===== src/rtl/icache_dm.sv =====
// Direct-mapped instruction cache holding one 32-bit word per line.
// A hit answers in one cycle. A miss issues a single word read to mem_ctrl.
module icache_dm #(
  parameter int ADDR_WIDTH = 32,
  parameter int INDEX_BITS = 6,
  parameter int BYPASS     = 0
) (
  input  logic                  clk_in,
  input  logic                  rst_n_in,
  input  logic                  rdy_in,
  input  logic                  if_req_in,
  input  logic [ADDR_WIDTH-1:0] if_addr_in,
  input  logic                  if_cancel_in,
  input  logic                  flush_in,
  output logic                  if_ready_out,
  output logic                  if_valid_out,
  output logic [31:0]           if_data_out,
  output logic                  mc_req_out,
  output logic [ADDR_WIDTH-1:0] mc_addr_out,
  input  logic                  mc_valid_in,
  input  logic [31:0]           mc_data_in
);

  // state  | meaning
  // IDLE   | lookup; a hit is answered on the next cycle
  // MISS   | word read outstanding at mem_ctrl; waiting for mc_valid_in
  localparam logic [0:0] S_IDLE = 1'b0;
  localparam logic [0:0] S_MISS = 1'b1;

  localparam int LINES = 1 << INDEX_BITS;
  localparam int TAG_W = ADDR_WIDTH - INDEX_BITS - 2;
  localparam bit USE_CACHE = (BYPASS == 0);
  localparam logic [ADDR_WIDTH-1:0] WORD_MASK = ~(ADDR_WIDTH'(3));

  logic [0:0]            state_q, state_d;
  logic [LINES-1:0]      valid_q, valid_d;
  logic                  cancel_q, cancel_d;
  logic                  flush_pend_q, flush_pend_d;
  logic                  if_valid_q, if_valid_d;
  logic [31:0]           if_data_q, if_data_d;
  logic                  mc_req_q, mc_req_d;
  logic [ADDR_WIDTH-1:0] mc_addr_q, mc_addr_d;

  logic [TAG_W-1:0] tag_mem  [LINES];
  logic [31:0]      data_mem [LINES];

  logic [INDEX_BITS-1:0] req_idx, fill_idx;
  logic [TAG_W-1:0]      req_tag, fill_tag;
  logic                  lookup_hit;
  logic                  line_we;

  assign req_idx  = if_addr_in[INDEX_BITS+1:2];
  assign req_tag  = if_addr_in[ADDR_WIDTH-1:INDEX_BITS+2];
  assign fill_idx = mc_addr_q[INDEX_BITS+1:2];
  assign fill_tag = mc_addr_q[ADDR_WIDTH-1:INDEX_BITS+2];

  // A flush in the same cycle turns the lookup into a miss.
  assign lookup_hit = USE_CACHE && valid_q[req_idx] && (tag_mem[req_idx] == req_tag) && !flush_in;

  always_comb begin
    state_d      = state_q;
    valid_d      = valid_q;
    cancel_d     = cancel_q;
    flush_pend_d = flush_pend_q;
    if_valid_d   = if_valid_q;
    if_data_d    = if_data_q;
    mc_req_d     = mc_req_q;
    mc_addr_d    = mc_addr_q;
    line_we      = 1'b0;
    if (rdy_in) begin
      if_valid_d = 1'b0;
      case (state_q)
        S_IDLE: begin
          if (if_req_in) begin
            if (lookup_hit) begin
              if_valid_d = !if_cancel_in;
              if_data_d  = data_mem[req_idx];
            end else begin
              state_d   = S_MISS;
              mc_req_d  = 1'b1;
              mc_addr_d = if_addr_in & WORD_MASK;
            end
          end
        end
        S_MISS: begin
          if (if_cancel_in) cancel_d = 1'b1;
          if (flush_in) flush_pend_d = 1'b1;
          if (mc_valid_in) begin
            // A flush seen at any point of this miss keeps the returned word out of the array.
            line_we      = USE_CACHE && !flush_in && !flush_pend_q;
            state_d      = S_IDLE;
            mc_req_d     = 1'b0;
            cancel_d     = 1'b0;
            flush_pend_d = 1'b0;
            if (!(cancel_q || if_cancel_in)) begin
              if_valid_d = 1'b1;
              if_data_d  = mc_data_in;
            end
          end
        end
        default: state_d = S_IDLE;
      endcase
      if (flush_in && USE_CACHE) valid_d = '0;
      if (line_we) valid_d[fill_idx] = 1'b1;
    end
  end

  always_ff @(posedge clk_in or negedge rst_n_in) begin
    if (!rst_n_in) begin
      state_q      <= S_IDLE;
      valid_q      <= '0;
      cancel_q     <= 1'b0;
      flush_pend_q <= 1'b0;
      if_valid_q   <= 1'b0;
      if_data_q    <= '0;
      mc_req_q     <= 1'b0;
      mc_addr_q    <= '0;
    end else begin
      state_q      <= state_d;
      valid_q      <= valid_d;
      cancel_q     <= cancel_d;
      flush_pend_q <= flush_pend_d;
      if_valid_q   <= if_valid_d;
      if_data_q    <= if_data_d;
      mc_req_q     <= mc_req_d;
      mc_addr_q    <= mc_addr_d;
    end
  end

  // Tag and data arrays carry no reset; the valid bits guard them.
  always_ff @(posedge clk_in) begin
    if (line_we) begin
      tag_mem[fill_idx]  <= fill_tag;
      data_mem[fill_idx] <= mc_data_in;
    end
  end

  assign if_ready_out = (state_q == S_IDLE) && rst_n_in;
  assign if_valid_out = if_valid_q;
  assign if_data_out  = if_data_q;
  assign mc_req_out   = mc_req_q;
  assign mc_addr_out  = mc_addr_q;

endmodule


===== config.mk =====
export PLATFORM = sky130hd
export DESIGN_NAME = icache_dm
export DESIGN_NICKNAME = d
export VERILOG_FILES = /design/src/rtl/icache_dm.sv
export SDC_FILE = /design/constraint.sdc
export NUM_CORES = 2
export LEC_CHECK = 0
export ABC_AREA = 1
export BUFFER_PORTS_ARGS = -buffer_cell sky130_fd_sc_hd__buf_2
export CORE_UTILIZATION = 35
export CTS_CLUSTER_SIZE = 14
export DETAILED_ROUTE_END_ITERATION = 10
export PLACE_DENSITY = 0.58
export REMOVE_ABC_BUFFERS = 1
export SLEW_MARGIN = 20
export SYNTH_ARGS = -nofsm -noshare
export SYNTH_HDL_FRONTEND = slang
export SYNTH_SLANG_ARGS = --single-unit

===== constraint.sdc =====
create_clock -name clk_in -period 8.5 [get_ports clk_in]
set_clock_uncertainty 0.1 [all_clocks]
set_input_delay 0 -clock clk_in [delete_from_list [all_inputs] [get_ports clk_in]]
set_output_delay 0 -clock clk_in [all_outputs]
set_load 0.005 [all_outputs]

==> parameters.txt <==
Parameter                              Value

Finish
  Area of the multi-input gates    between 30,000 and 40,000 µm²
  Final Cell Area    167,000 µm²
  # fillers    a little under 40,000
  Area growth from synthesis to layout    13.3%
  Number of nets in the finished design    between 10,000 and 15,000
  Proportion of layout cells with a drive suffix above 1    0.0817
  Total area of sequential cells    111,000 µm²
  Post-route non-filler standard cell count    17,400

Clock network
  Number of levels in the clock H-tree    5
  Clk Latency, worst-skew pair    ~0.92 ns
  Clock sink count    between 3,000 and 4,000
  Largest buffer count on any clock path    4
  TritonCTS clock tree    built
  Number of cells upsized or downsized after cts    0
  Setup Fix Bufs, Post-CTS    0
  Quantity of hold-fixing buffers added after cts    111
  Number of buffers added by the clock tree synthesis step    370
  Root buffer selected by CTS    clkbuf_16
  Clock-pin slew reported for the worst setup and hold paths after clock tree synthesis    roughly 0.06 ns

Synthesis
  Share of Yosys cell area claimed by the top area cell type    0.731
  Yosys warning count    0
  Ys flop type    edfxtp_1
  Post-synthesis share of cell area spent on xor and xnor gates    0.0000595
  Number of enable-type register cells in the synthesized netlist    3,584
  Simple-gate share of the synthesized area    0.139
  Synth cell count leaders    edfxtp_1, nand2_1, nand3_1, nor2_1, o21ai_0
  Leading cell types by total area after synthesis    edfxtp_1, nand3_1, nand2_1, o21ai_0, nor2_1
  Top cell type by total area after synthesis    edfxtp_1
  Adder-cell share of the synthesized area    0
  #FFs+latches synth    about 3,700
  Number of different library cells in the post-synthesis netlist    39
  Post-Syn Instances    11,600
  Sequential element share of the synthesized area    0.753
  Multiplexer share of the synthesized area    0.000544
  Netlist area before placement    147,000 µm²
  Most common cell in the netlist    edfxtp_1
  Asr flop ratio synth    0.0353
  Synthesized-area fraction occupied by ao, oa, aoi and oai cells    0.0791
  Mapped Avg Cell Area    between 10 and 15 µm²
  Dominant combinational cell family by area after synthesis    simple AND/OR/NAND/NOR gates

GRT
  Vias in the first global route    around 90,000
  GRT Residual Overflow    0
  Total GRT Usage    0.217
  Antenna violations before repair    22
  Wire length of the first global-routing pass    around 670,000 µm
  Largest net degree at the start of global routing    211

Worst hold path
  Number of cells on the worst hold path    7
  Worst hold path type    in2reg

Detailed routing
  Vias per Instance    between 5 and 6
  Final antenna-violating net count    0
  DR iter-0 viols    13,500
  Drt drc    0
  Wirelength, routed    476,000 µm
  Routed wirelength normalized by instance count    27.3 µm
  Via Count    slightly below 100k
  Length of the first detailed-routing pass in iterations    8

Die
  Floorplan die height    650 µm
  FP Rows    237
  Number of placed I/O pins    ~140
  Initial standard-cell utilization of the core    0.353
  Area inside the core boundary    about 420,000 µm²
  Die outline area    423,000 µm²
  Die Wd    650 µm

Power
  Sw Ratio    0.235
  P_leak    around 55 nW
  Switching power    roughly 9.4 mW
  Internal power    30.6 mW
  Portion of total power attributed to combinational logic    0.071
  Seq pwr share    0.527
  Clock network power share    0.402
  Power density of the placed cells    240 nW/µm²
  Peak supply drop    0.185 mV

Timing
  Total setup violations reported at the end of the flow    0
  Final setup margin    3.37 ns
  Unrepaired setup endpoints after global routing    false
  Number of slew-limit violations in the final report    0
  Fin crit share    0.604
  Hold slack final    0.0410 ns
  Highest clock frequency the design can meet    195 MHz
  Time the final worst path needs with I/O delays and setup    about 5.1 ns
  Pin slew with the least headroom to its limit    approximately 1.2 ns
  Relative slew slack    0.173
  Setup TNS    0 ns
  Final count of hold timing violations    0

Place
  Placed standard-cell area    154,000 µm²
  Post-placement cell count    16,700
  Place WS    3.02 ns
  Number of buffers added on ports    between 100 and 150
  HPWL reported at the end of detailed placement    around 230,000 µm
  Weighted congestion reported at the end of routability-driven placement    0.778

Worst setup path
  Critical Path Sink Type    flip-flop
  Critical path class    in2reg
  Required time of the worst setup path    9.14 ns
  Worst Reg-to-Reg Cells    9
  Arrival time at the worst endpoint    5.78 ns
  Category of the worst setup path launch point    primary input
  Worst-path fanout max    92

Status
  Outcome    completed

Job
  Total of max-cap violations    0
## kinds of logic (layout without fill, tap and decap cells)
kind of cell,count (synthesis),in the layout
multiplexers,8,8
AO/OA/AOI/OAI,2089,2089
buffers and inverters,885,1210
XOR/XNOR,1,1
other,1,6
flip-flops,3715,3715
AND/OR/NAND/NOR,4900,4900
## sequential cells by signal, indices dropped and copies added, names as in the netlist
signal        count
mc_addr_out      30
tag_mem        1536
data_mem       2048
if_valid_out      1
state_q           1
valid_q          64
mc_req_out        1
if_data_out      32
flush_pend_q      1
cancel_q          1
## area by class of cell
type,count,share of cell area
Sequential cell,3715,0.665
Clock inverter,174,0.00971
Antenna cell,4,0.0000600
Clock buffer,487,0.0601
Multi-Input combinational cell,7000,0.196
Timing Repair Buffer,503,0.0267
Inverter,46,0.00135
Tap cell,5497,0.0412
## placed cells by master, fill, tap and decap left out, types with 3 or more instances in the layout
cell           netlist  routed
clkbuf_8             0      15
nor2_1            1367    1303
clkinv_2             0      55
nand3b_1             8       8
buf_4               60     215
clkinv_8             0       5
nand2_1           1903    1903
o22ai_1            509     509
dlygate4sd3_1        0     110
buf_16               0       4
nand4_1              4       4
nor3_1               6       6
diode_2              0       4
nand3_1           1608    1606
edfxtp_1          3584    3584
mux2i_1              8       8
o311ai_1             4       4
inv_6                0       8
clkbuf_16            0     379
o21ai_1             64      64
clkinv_1             2      74
o211ai_1            31      31
a21oi_1             28      28
nor2_4               0      64
clkbuf_1           377      94
inv_8                0       5
buf_2              341     121
dfrtp_4              0       6
o221ai_1           100     100
buf_8                0       4
dfrtp_2              0       3
bufinv_16            0      28
inv_1               40      38
o32ai_1             14      14
clkinvlp_4           0       3
buf_12               0      46
o21ai_0           1330    1330
dfrtp_1            131     122
## worst max-delay path: stages
cell and delay [ns]:
dlygate4sd3_1 0.62, buf_8 0.29, buf_12 0.48, buf_4 0.88
nand3_1 0.17, nand3_1 0.15, nand2_1 0.07, nand2_1 0.05
nand2_1 0.10, nand2_1 0.07, nand3_1 0.13, nand2_1 0.11
nand2_1 0.05, nand2_1 0.09, nand2_1 0.18, nor2_1 0.46
nand3_1 0.23, o21bai_2 0.38, nand2_4 0.05, buf_4 0.36
buf_4 0.41, nand2_1 0.12, o21ai_1 0.06
## power by group through the flow
| stage | clock (mW) | combinational (mW) | sequential, mW |
|---|---|---|---|
| after global placement | 0 | 2.77 | 21.4 |
| final | 16.1 | 2.84 | 21.1 |
| after floorplan | 0 | 1.23 | 21.5 |
| after CTS | 16.2 | 2.85 | 21.1 |
| after detailed placement | 0 | 2.79 | 21.5 |
| after global routing | 16.9 | 3.09 | 21.1 |
## metal layers
metal / track usage / vias up / wire, µm
li1: - / 42600 / -
met1: 0.307 / 49900 / 198000
met2: 0.345 / 4806 / 219000
met3: 0.0324 / 836 / 42700
met4: 0.0695 / 10 / 16700
met5: 0 / - / 80
## final timing paths
path                                 start              end  slack [ns]
hold reg to reg            if_data_out[23]  if_data_out[23]        0.38
hold / removal                      rdy_in       mc_req_out        0.04
setup / recovery             if_addr_in[3]   if_data_out[8]        3.37
setup reg to reg                   state_q  data_mem[34][0]        4.04
max in group asynchronous         rst_n_in  mc_addr_out[15]        6.05
min in group asynchronous         rst_n_in   if_data_out[3]        0.59
## per-stage QoR
stage	total power, mW	utilization
6_report	40.0	0.400
3_5_place_dp	24.3	0.369
4_1_cts	40.2	0.400
5_1_grt	41.1	0.400
3_3_place_gp	24.2	0.368
2_1_floorplan	22.8	-
Note: power is estimated with default switching activity, not from simulation.
